--- src/rtl/mem_arb_pkg.sv ---
// Shared types and default sizes for the instruction/data main-memory arbiter.
package mem_arb_pkg;

  localparam int BLOCK_WIDTH_DEF  = 128;
  localparam int ADDR_WIDTH_DEF   = 28;
  localparam int D_STREAK_MAX_DEF = 4;

  typedef enum logic [1:0] {
    ST_IDLE    = 2'd0,
    ST_GRANT_I = 2'd1,
    ST_GRANT_D = 2'd2,
    ST_RELEASE = 2'd3
  } state_e;

  typedef enum logic {
    OWN_I = 1'b0,
    OWN_D = 1'b1
  } owner_e;

endpackage

--- src/rtl/mem_arb_checker.sv ---
// Simulation-time protocol checks on the data-cache request lines.
module mem_arb_checker (
  input logic clk,
  input logic rst_n,
  input logic d_read,
  input logic d_write
);

  // A D-cache must never ask for a read and a write-back at once; the write wins.
  illegal_rw: assert property (@(posedge clk) disable iff (!rst_n) !(d_read && d_write))
    else $error("mem_arbiter: D_MEM_READ and D_MEM_WRITE both high, servicing the write");

endmodule

--- src/rtl/mem_arb_select.sv ---
// Priority decision for the arbiter: data side wins unless the instruction
// side has watched D_STREAK_MAX consecutive data grants go by.
module mem_arb_select
  import mem_arb_pkg::*;
#(
  parameter int D_STREAK_MAX = D_STREAK_MAX_DEF
) (
  input  logic   clk,
  input  logic   rst_n,
  input  logic   i_req,
  input  logic   d_req,
  input  state_e state,
  output logic   grant_i,
  output logic   grant_d
);

  localparam int SW = $clog2(D_STREAK_MAX + 1);
  localparam logic [SW-1:0] STREAK_MAX = SW'(D_STREAK_MAX);

  logic [SW-1:0] streak_q, streak_d;
  logic          idle;
  logic          starved;

  // Grant decision and streak bookkeeping, evaluated only in IDLE.
  always_comb begin
    idle     = (state == ST_IDLE);
    starved  = (streak_q >= STREAK_MAX);
    grant_d  = idle & d_req & (~i_req | ~starved);
    grant_i  = idle & i_req & (~d_req | starved);
    streak_d = streak_q;
    if (grant_i) begin
      streak_d = '0;
    end else if (grant_d && i_req) begin
      streak_d = starved ? STREAK_MAX : streak_q + SW'(1);
    end else if (idle && !i_req) begin
      streak_d = '0;
    end else begin
      streak_d = streak_q;
    end
  end

  // Streak counter register.
  always_ff @(posedge clk) begin
    if (!rst_n) begin
      streak_q <= '0;
    end else begin
      streak_q <= streak_d;
    end
  end

endmodule

--- src/rtl/mem_arbiter.sv ---
// Shares one main-memory port between I-cache and D-cache, serialising block
// transfers and giving each cache a private-memory style BUSYWAIT handshake.
module mem_arbiter
  import mem_arb_pkg::*;
#(
  parameter int BLOCK_WIDTH  = BLOCK_WIDTH_DEF,
  parameter int ADDR_WIDTH   = ADDR_WIDTH_DEF,
  parameter int D_STREAK_MAX = D_STREAK_MAX_DEF
) (
  input  logic                   CLK,
  input  logic                   RESET,
  input  logic                   I_MEM_READ,
  input  logic [ADDR_WIDTH-1:0]  I_MEM_ADDR,
  output logic [BLOCK_WIDTH-1:0] I_MEM_READDATA,
  output logic                   I_MEM_BUSYWAIT,
  input  logic                   D_MEM_READ,
  input  logic                   D_MEM_WRITE,
  input  logic [ADDR_WIDTH-1:0]  D_MEM_ADDR,
  input  logic [BLOCK_WIDTH-1:0] D_MEM_WRITEDATA,
  output logic [BLOCK_WIDTH-1:0] D_MEM_READDATA,
  output logic                   D_MEM_BUSYWAIT,
  output logic                   MEM_READ,
  output logic                   MEM_WRITE,
  output logic [ADDR_WIDTH-1:0]  MEM_ADDR,
  output logic [BLOCK_WIDTH-1:0] MEM_WRITEDATA,
  input  logic [BLOCK_WIDTH-1:0] MEM_READDATA,
  input  logic                   MEM_BUSYWAIT
);

  state_e                 state_q, state_d;
  owner_e                 owner_q, owner_d;
  logic                   first_q, first_d;
  logic                   mem_read_q, mem_read_d;
  logic                   mem_write_q, mem_write_d;
  logic [ADDR_WIDTH-1:0]  mem_addr_q, mem_addr_d;
  logic [BLOCK_WIDTH-1:0] mem_wdata_q, mem_wdata_d;
  logic [BLOCK_WIDTH-1:0] i_rdata_q, i_rdata_d;
  logic [BLOCK_WIDTH-1:0] d_rdata_q, d_rdata_d;
  logic                   d_req;
  logic                   grant_i;
  logic                   grant_d;

  assign d_req = D_MEM_READ | D_MEM_WRITE;

  mem_arb_select #(
    .D_STREAK_MAX(D_STREAK_MAX)
  ) u_sel (
    .clk    (CLK),
    .rst_n  (RESET),
    .i_req  (I_MEM_READ),
    .d_req  (d_req),
    .state  (state_q),
    .grant_i(grant_i),
    .grant_d(grant_d)
  );

  mem_arb_checker u_chk (
    .clk    (CLK),
    .rst_n  (RESET),
    .d_read (D_MEM_READ),
    .d_write(D_MEM_WRITE)
  );

  // Stall follows the request combinationally and opens only in the owner's RELEASE cycle.
  assign I_MEM_BUSYWAIT = I_MEM_READ & ~((state_q == ST_RELEASE) & (owner_q == OWN_I));
  assign D_MEM_BUSYWAIT = d_req & ~((state_q == ST_RELEASE) & (owner_q == OWN_D));

  assign MEM_READ       = mem_read_q;
  assign MEM_WRITE      = mem_write_q;
  assign MEM_ADDR       = mem_addr_q;
  assign MEM_WRITEDATA  = mem_wdata_q;
  assign I_MEM_READDATA = i_rdata_q;
  assign D_MEM_READDATA = d_rdata_q;

  // Transfer sequencing; MEM_BUSYWAIT is ignored in the grant entry cycle
  // because memory has not yet seen the new request.
  always_comb begin
    state_d     = state_q;
    owner_d     = owner_q;
    first_d     = 1'b0;
    mem_read_d  = mem_read_q;
    mem_write_d = mem_write_q;
    mem_addr_d  = mem_addr_q;
    mem_wdata_d = mem_wdata_q;
    i_rdata_d   = i_rdata_q;
    d_rdata_d   = d_rdata_q;
    case (state_q)
      ST_IDLE: begin
        if (grant_d) begin
          state_d     = ST_GRANT_D;
          owner_d     = OWN_D;
          first_d     = 1'b1;
          mem_write_d = D_MEM_WRITE;
          mem_read_d  = D_MEM_READ & ~D_MEM_WRITE;
          mem_addr_d  = D_MEM_ADDR;
          mem_wdata_d = D_MEM_WRITEDATA;
        end else if (grant_i) begin
          state_d     = ST_GRANT_I;
          owner_d     = OWN_I;
          first_d     = 1'b1;
          mem_write_d = 1'b0;
          mem_read_d  = 1'b1;
          mem_addr_d  = I_MEM_ADDR;
        end else begin
          state_d = ST_IDLE;
        end
      end
      ST_GRANT_I, ST_GRANT_D: begin
        if (!first_q && !MEM_BUSYWAIT) begin
          if (mem_read_q && owner_q == OWN_I) begin
            i_rdata_d = MEM_READDATA;
          end else if (mem_read_q) begin
            d_rdata_d = MEM_READDATA;
          end else begin
            d_rdata_d = d_rdata_q;
          end
          mem_read_d  = 1'b0;
          mem_write_d = 1'b0;
          state_d     = ST_RELEASE;
        end else begin
          state_d = state_q;
        end
      end
      ST_RELEASE: begin
        state_d = ST_IDLE;
      end
      default: begin
        state_d     = ST_IDLE;
        mem_read_d  = 1'b0;
        mem_write_d = 1'b0;
      end
    endcase
  end

  // State and registered outputs; reset abandons any access in flight.
  always_ff @(posedge CLK) begin
    if (!RESET) begin
      state_q     <= ST_IDLE;
      owner_q     <= OWN_I;
      first_q     <= 1'b0;
      mem_read_q  <= 1'b0;
      mem_write_q <= 1'b0;
      mem_addr_q  <= '0;
      mem_wdata_q <= '0;
      i_rdata_q   <= '0;
      d_rdata_q   <= '0;
    end else begin
      state_q     <= state_d;
      owner_q     <= owner_d;
      first_q     <= first_d;
      mem_read_q  <= mem_read_d;
      mem_write_q <= mem_write_d;
      mem_addr_q  <= mem_addr_d;
      mem_wdata_q <= mem_wdata_d;
      i_rdata_q   <= i_rdata_d;
      d_rdata_q   <= d_rdata_d;
    end
  end

endmodule

--- config.mk ---
export PLATFORM = sky130hd
export DESIGN_NAME = mem_arbiter
export DESIGN_NICKNAME = d
export VERILOG_FILES = /design/src/rtl/mem_arb_pkg.sv /design/src/rtl/mem_arb_checker.sv /design/src/rtl/mem_arb_select.sv /design/src/rtl/mem_arbiter.sv
export SDC_FILE = /design/constraint.sdc
export NUM_CORES = 1
export LEC_CHECK = 0
export ABC_AREA = 1
export CELL_PAD_IN_SITES_DETAIL_PLACEMENT = 0
export CELL_PAD_IN_SITES_GLOBAL_PLACEMENT = 1
export CORE_AREA = 5 5 281 283
export CTS_BUF_LIST = sky130_fd_sc_hd__clkbuf_4 sky130_fd_sc_hd__clkbuf_8
export DETAILED_ROUTE_END_ITERATION = 8
export DIE_AREA = 0 0 286 288
export DONT_BUFFER_PORTS = 1
export GPL_ROUTABILITY_DRIVEN = 0
export GPL_TIMING_DRIVEN = 0
export PLACE_DENSITY = 0.42
export SYNTH_ARGS = -nofsm -noshare
export SYNTH_HDL_FRONTEND = slang
export SYNTH_SLANG_ARGS = --single-unit
--- constraint.sdc ---
create_clock -name CLK -period 2.53 [get_ports CLK]
set_input_delay 0.3795 -clock CLK [delete_from_list [all_inputs] [get_ports CLK]]
set_output_delay 0.3795 -clock CLK [all_outputs]
set_load 0.005 [all_outputs]
; ---- Word-level counts from Yosys, hierarchy flattened
; Index checks and enable logic that the tools add are counted.
[op_classes]
addsub = 1
magnitude_cmp = 1
n_eq_ne = 5
mux = 19
bitwise = 21
reduce_logical = 19
[ops]
columns = operator, n
row1 = 28-bit two-way mux, 2
row2 = 1-bit AND, 9
row3 = 1-bit two-way mux, 9
row4 = 3-bit two-way mux, 3
row5 = 1-bit inverter, 9
row6 = 2-bit case mux with 3 select lines, 1
row7 = 2-bit AND reduction, 3
row8 = 3-bit AND reduction, 2
row9 = 2-bit nonzero test, 3
row10 = "2-bit equality test, second input constant", 2
row11 = 1-bit logical AND, 4
row12 = 2-bit two-way mux, 2
row13 = 1-bit case mux with 2 select lines, 2
row14 = 4-bit AND reduction, 1
row15 = 2-bit OR reduction, 2
row16 = "3-bit by 1-bit adder with 3-bit output, second input constant", 1
row17 = "3-bit greater-or-equal comparator, second input constant", 1
row18 = 1-bit zero test, 3
row19 = "3-bit != test, second input constant", 1
row20 = 1-bit OR, 3
row21 = "2-bit by 1-bit equality test with 1-bit output, second input constant", 1
row22 = 2-bit zero test, 1
row23 = "2-bit != test, second input constant", 1
[totals]
reg_bits = 421
in_bits = 318
out_inout_bits = 416

; ---- Longest topological paths before layout
[depth]
depth_word = 7
depth_mapped = 11

; ---- By module
; From an unflattened synthesis, not the netlist that was laid out.
[unflattened]
hier_cells = 2243
area_unflattened_um2 = 16256.8
[by_module_without_submodules]
columns = module, instances, cells_per_inst, area_each_um2
row1 = mem_arbiter, 1, 2210, 16019.1
row2 = mem_arb_select, 1, 33, 237.7

; ---- Worst setup path before layout
; OpenSTA, ideal clock, no wires.
[synth_path]
path_type = register -> register
start = reg state_q[0]
end = reg d_rdata_q[100] (netlist: D_MEM_READDATA[100])
arrival_ns = 1.433
slack_ns = 0.968
path_stages_with_launch = 7
path_buffers = 2
synth_period_minus_slack_ns = 1.562
cell_sequence = dfxtp_1 -> inv_1 -> ha_1 -> nand4_1 -> clkbuf_1 -> clkbuf_1 -> a21oi_1
[synth_via]
elab_chain_cells = 3
elab_cells_between_ends = 4
classes_between = eq/ne: 2 / reduce/logical: 2
[synth_lines]
columns = element, line
row1 = "start, declared", mem_arbiter.sv:30  ; state_e state_q, state_d;
row2 = "start signal, assigned", mem_arbiter.sv:148  ; state_q <= state_d;
row3 = 2-bit by 1-bit equality test with 1-bit output or 2-bit equality test (tied branches), mem_arbiter.sv:87  ; case (state_q)
row4 = 2-bit OR reduction *, mem_arbiter.sv:87
row5 = 4-bit AND reduction (no source line) *, -
row6 = "end signal, assigned", mem_arbiter.sv:156  ; d_rdata_q <= d_rdata_d;
row7 = "end, declared", mem_arbiter.sv:38  ; logic [BLOCK_WIDTH-1:0] d_rdata_q, d_rdata_d;
; Every way passes the cells marked *; elsewhere a longest branch is shown, timed or not.
; A chain may end at the register's enable or synchronous reset.

; ---- Final worst setup path
[layout_path]
start = reg state_q[1]
end = reg mem_addr_q[8] (netlist: MEM_ADDR[8])
[layout_via]
elab_chain_cells = 5
elab_cells_between_ends = 8
classes_between = mux: 1 / bitwise: 4 / reduce/logical: 3
[layout_lines]
columns = element, line
row1 = 2-bit zero test *, "mem_arb_select.sv:26, mem_arbiter.sv:87"
row2 = 1-bit AND (on tied branches) (2 in series), "mem_arb_select.sv:29, mem_arb_select.sv:28"
row3 = 2-bit nonzero test (no source line), -
row4 = 2-bit AND reduction (no source line), -
row5 = "end signal, assigned", mem_arbiter.sv:153  ; mem_addr_q <= mem_addr_d;
row6 = "end, declared", mem_arbiter.sv:35  ; logic [ADDR_WIDTH-1:0] mem_addr_q, mem_addr_d;
; Marked as above.

==> summary.md <==
| Metric | Value |
|---|---|
| Ys Warns | 0 |
| RR Startpoint | state_q[1]$_SDFFE_PN0P_ |
| Starting density of the core | 0.1984 |
| Worst IR drop on VDD | between 0.0006 and 0.0007 V |
| Reg2Reg Setup Slack | around 0.18 ns |
| Placed insts | 2936 |
| Synth Instances | about 1900 |
| Post-Syn Area | between 15000 and 20000 sq um |
| Share of the synthesized area in the top cell type | 0.5557 |
| Largest area contributor in the netlist | dfxtp_1 |
| Most common cell after layout, fill and taps aside | dfxtp_1 |
| Minimum clock period | 2.350 ns |
| CP Class | reg2reg |
| Num CTS Buffers | slightly above 80 |
| CTS tree | yes |
| Core area | about 76000 sq um |
| Sequential area share after synthesis | 0.5557 |
| CTS HTree Levels | 3 |
| Max Slew Vio Count | 0 |
| DRC Markers | 0 |
| HP Start | I_MEM_ADDR[13] |
| Fmax | roughly 430 MHz |
| Status | finished, final reports clean |
| Worst path arrival time | about 2.9 ns |
| Post-route ant nets | 0 |
| Syn-to-layout area delta | 40.87% |
| Worst Hold Class | in2reg |
| Critical Path Start Type | flop |
| Max Cap Viol | 0 |
| Final nets | ~2700 |
| Clock latency on the worst-skew pair | 0.67 ns |
| Slowest cell delay on critical path | roughly 0.56 ns |
| Initial DRC count | 656 |
| Hold Violations, Final | 0 |
| Unrepaired setup endpoints after global routing | no |
| Seq cells post-synth | roughly 420 |
| Finished Core Util | 0.2795 |
| Remaining Overflow, GRT | 0 |
| Leak Pwr | between 0.008 and 0.009 uW |
| Post-DP HPWL | about 57000 um |
| Clk_skew | around 0.038 ns |
| Finished Layout Cells | between 3000 and 4000 |
| Worst-margin pin slew | 1.082 ns |
| Die area | 82370 sq um |
| Routed length per placed instance | about 21 um |
| Top cell by count, worst path | nand2_1 |
| Setup crit start | state_q[1]$_SDFFE_PN0P_ |
| Vias/cell | 4.240 |
| Pin count of the biggest net entering global routing | 13 |
| Final setup violation count | 0 |
| Maximum root-to-sink buffer count | 3 |
| Antenna violations before repair | 9 |
| Die Height | between 200 and 300 um |
| # clock sinks | around 420 |
| Final total power | about 21000 uW |
| Vias in the first global route | around 15000 |
| # fillers | ~8400 |
| CTS clk-pin slew, worst paths | about 0.06 ns |
| First-pass GRT wire length | between 100000 and 150000 um |
| Worst-path fanout max | 10 |
| Netlist cell types | 20 |
| GRT Util Overall | 0.1671 |
| DR pass1 iterations | 5 |
| Power density cells | 993.6 nW/um^2 |
| Period utilization | 0.9290 |
| Req. time, crit path | slightly above 3 ns |
| Io pins | approximately 730 |
| Most frequent cells in the layout | dfxtp_1 (421), o21ai_0 (415), nor2_1 (317), dlygate4sd3_1 (312), inv_1 (271) |
| Crit path cell chain | inv_1, ha_1, nand2_1, nor2_4, inv_2, buf_4, buf_4, nand2_1, nand2_1, dlygate4sd3_1, nor2_1, nor2_1 |
| Root buffer cell | clkbuf_8 |
| Ratio of cells with drive above 1 in the final layout | 0.08510 |
| CP max-delay cell | dlygate4sd3_1 |
| Vias | about 14000 |
| Cell row count | between 100 and 150 |
| Syn Nets | 2271 |
| Die Wd | 286 um |
| Port bufs | 0 |
| Post-Syn Area per Cell | 7.786 sq um |
| Crit. End Element | flop |
| Worst hold slack | between 0.09 and 0.1 ns |
| Relative slew margins | 0.2788 |
| Leading post-synthesis cells by cell area | dfxtp_1 (56%), o21ai_0 (14%), a21oi_1 (8.6%), nor2_1 (7.8%), inv_1 (6.7%) |
| Post-Route WL | 73230 um |
[sequential cells by signal, summed over array words and instances (netlist names)]
name            count
D_MEM_READDATA    128
I_MEM_READDATA    128
MEM_ADDR           28
MEM_READ            1
MEM_WRITE           1
MEM_WRITEDATA     128
first_q             1
owner_q             1
state_q             2
u_sel.streak_q      3
[kinds of logic after synthesis]
logic type,share of synthesized area
buf+inv,0.1081
fa+ha+maj,0.004125
simple gates,0.1070
flops,0.5557
compound gates,0.2251
[critical path, delay by kind of cell (launching register included)]
kind | cells | cell delay (ns)
buf+inv | 5 | 1.08
simple gates | 6 | 0.62
flops | 1 | 0.32
fa+ha+maj | 1 | 0.21
[final timing paths]
| check | endpoint | cells after the start |
|---|---|---|
| worst max-delay path | MEM_ADDR[8]$_SDFFE_PN0P_ | 12 |
| worst min-delay path | MEM_ADDR[13]$_SDFFE_PN0P_ | 4 |
| worst max register to register | MEM_ADDR[8]$_SDFFE_PN0P_ | 12 |
| worst min register to register | I_MEM_READDATA[48]$_SDFFE_PN0P_ | 2 |
[layer usage]
layer	wire length (um)	part of all wire	GRT usage	vias to the layer above
met5	11	0.00015	0	-
met2	36460	0.50	0.2994	608
met1	26520	0.36	0.1718	6708
met3	8177	0.11	0.07704	101
li1	-	-	-	7028
met4	2064	0.028	0.05890	2
[power by group]
group	internal, uW	total, uW	switching, uW	leakage (uW)
combinational	1740	4620	2880	0.00367
clock	4330	7520	3190	0.000956
sequential	7850	9090	1240	0.00343
total	13900	21200	7300	0.00806
[synthesized netlist by cell type, drive strengths merged]
master    n
buf      48
clkbuf   94
nor2    318
a21oi   262
or2       1
inv     273
o22ai     1
nand4     3
nand3b    1
a31oi     2
nand3     2
o21ai   415
nand2   101
a211oi    1
dfxtp   421
ha        5
[area by class of cell]
cell class | instances | area [sq um] | area share
Sequential cell | 421 | 8428 | 0.3945
Multi-Input combinational cell | 1112 | 5100 | 0.2387
Buffer | 142 | 619.3 | 0.02899
Clock buffer | 129 | 1594 | 0.07461
Inverter | 273 | 1025 | 0.04796
Tap cell | 988 | 1236 | 0.05786
Clock inverter | 18 | 200.2 | 0.009370
Antenna cell | 10 | 25.02 | 0.001171
Timing Repair Buffer | 314 | 3138 | 0.1469
[what timing repair did]
action / 4_1_cts / 5_1_grt
gates resized for setup: 2 / 4
endpoints found under the setup margin: 32 / 14
hold buffers: 312 / 0
buffers inserted: 0 / 2
pin swaps: 0 / 1
endpoints found under the hold margin: 415 / 0
[stage by stage]
step	instance area, sq um	setup slack (ns)	setup TNS [ns]
after CTS	21320	0.02644	0
after floorplan	15170	0.9684	0
final	21370	0.1796	0
after global routing	21360	0.007513	0
after detailed placement	16400	-0.2539	-3.614
after global placement	16400	-0.2173	-2.647
Note: power is estimated with default switching activity, not from simulation.
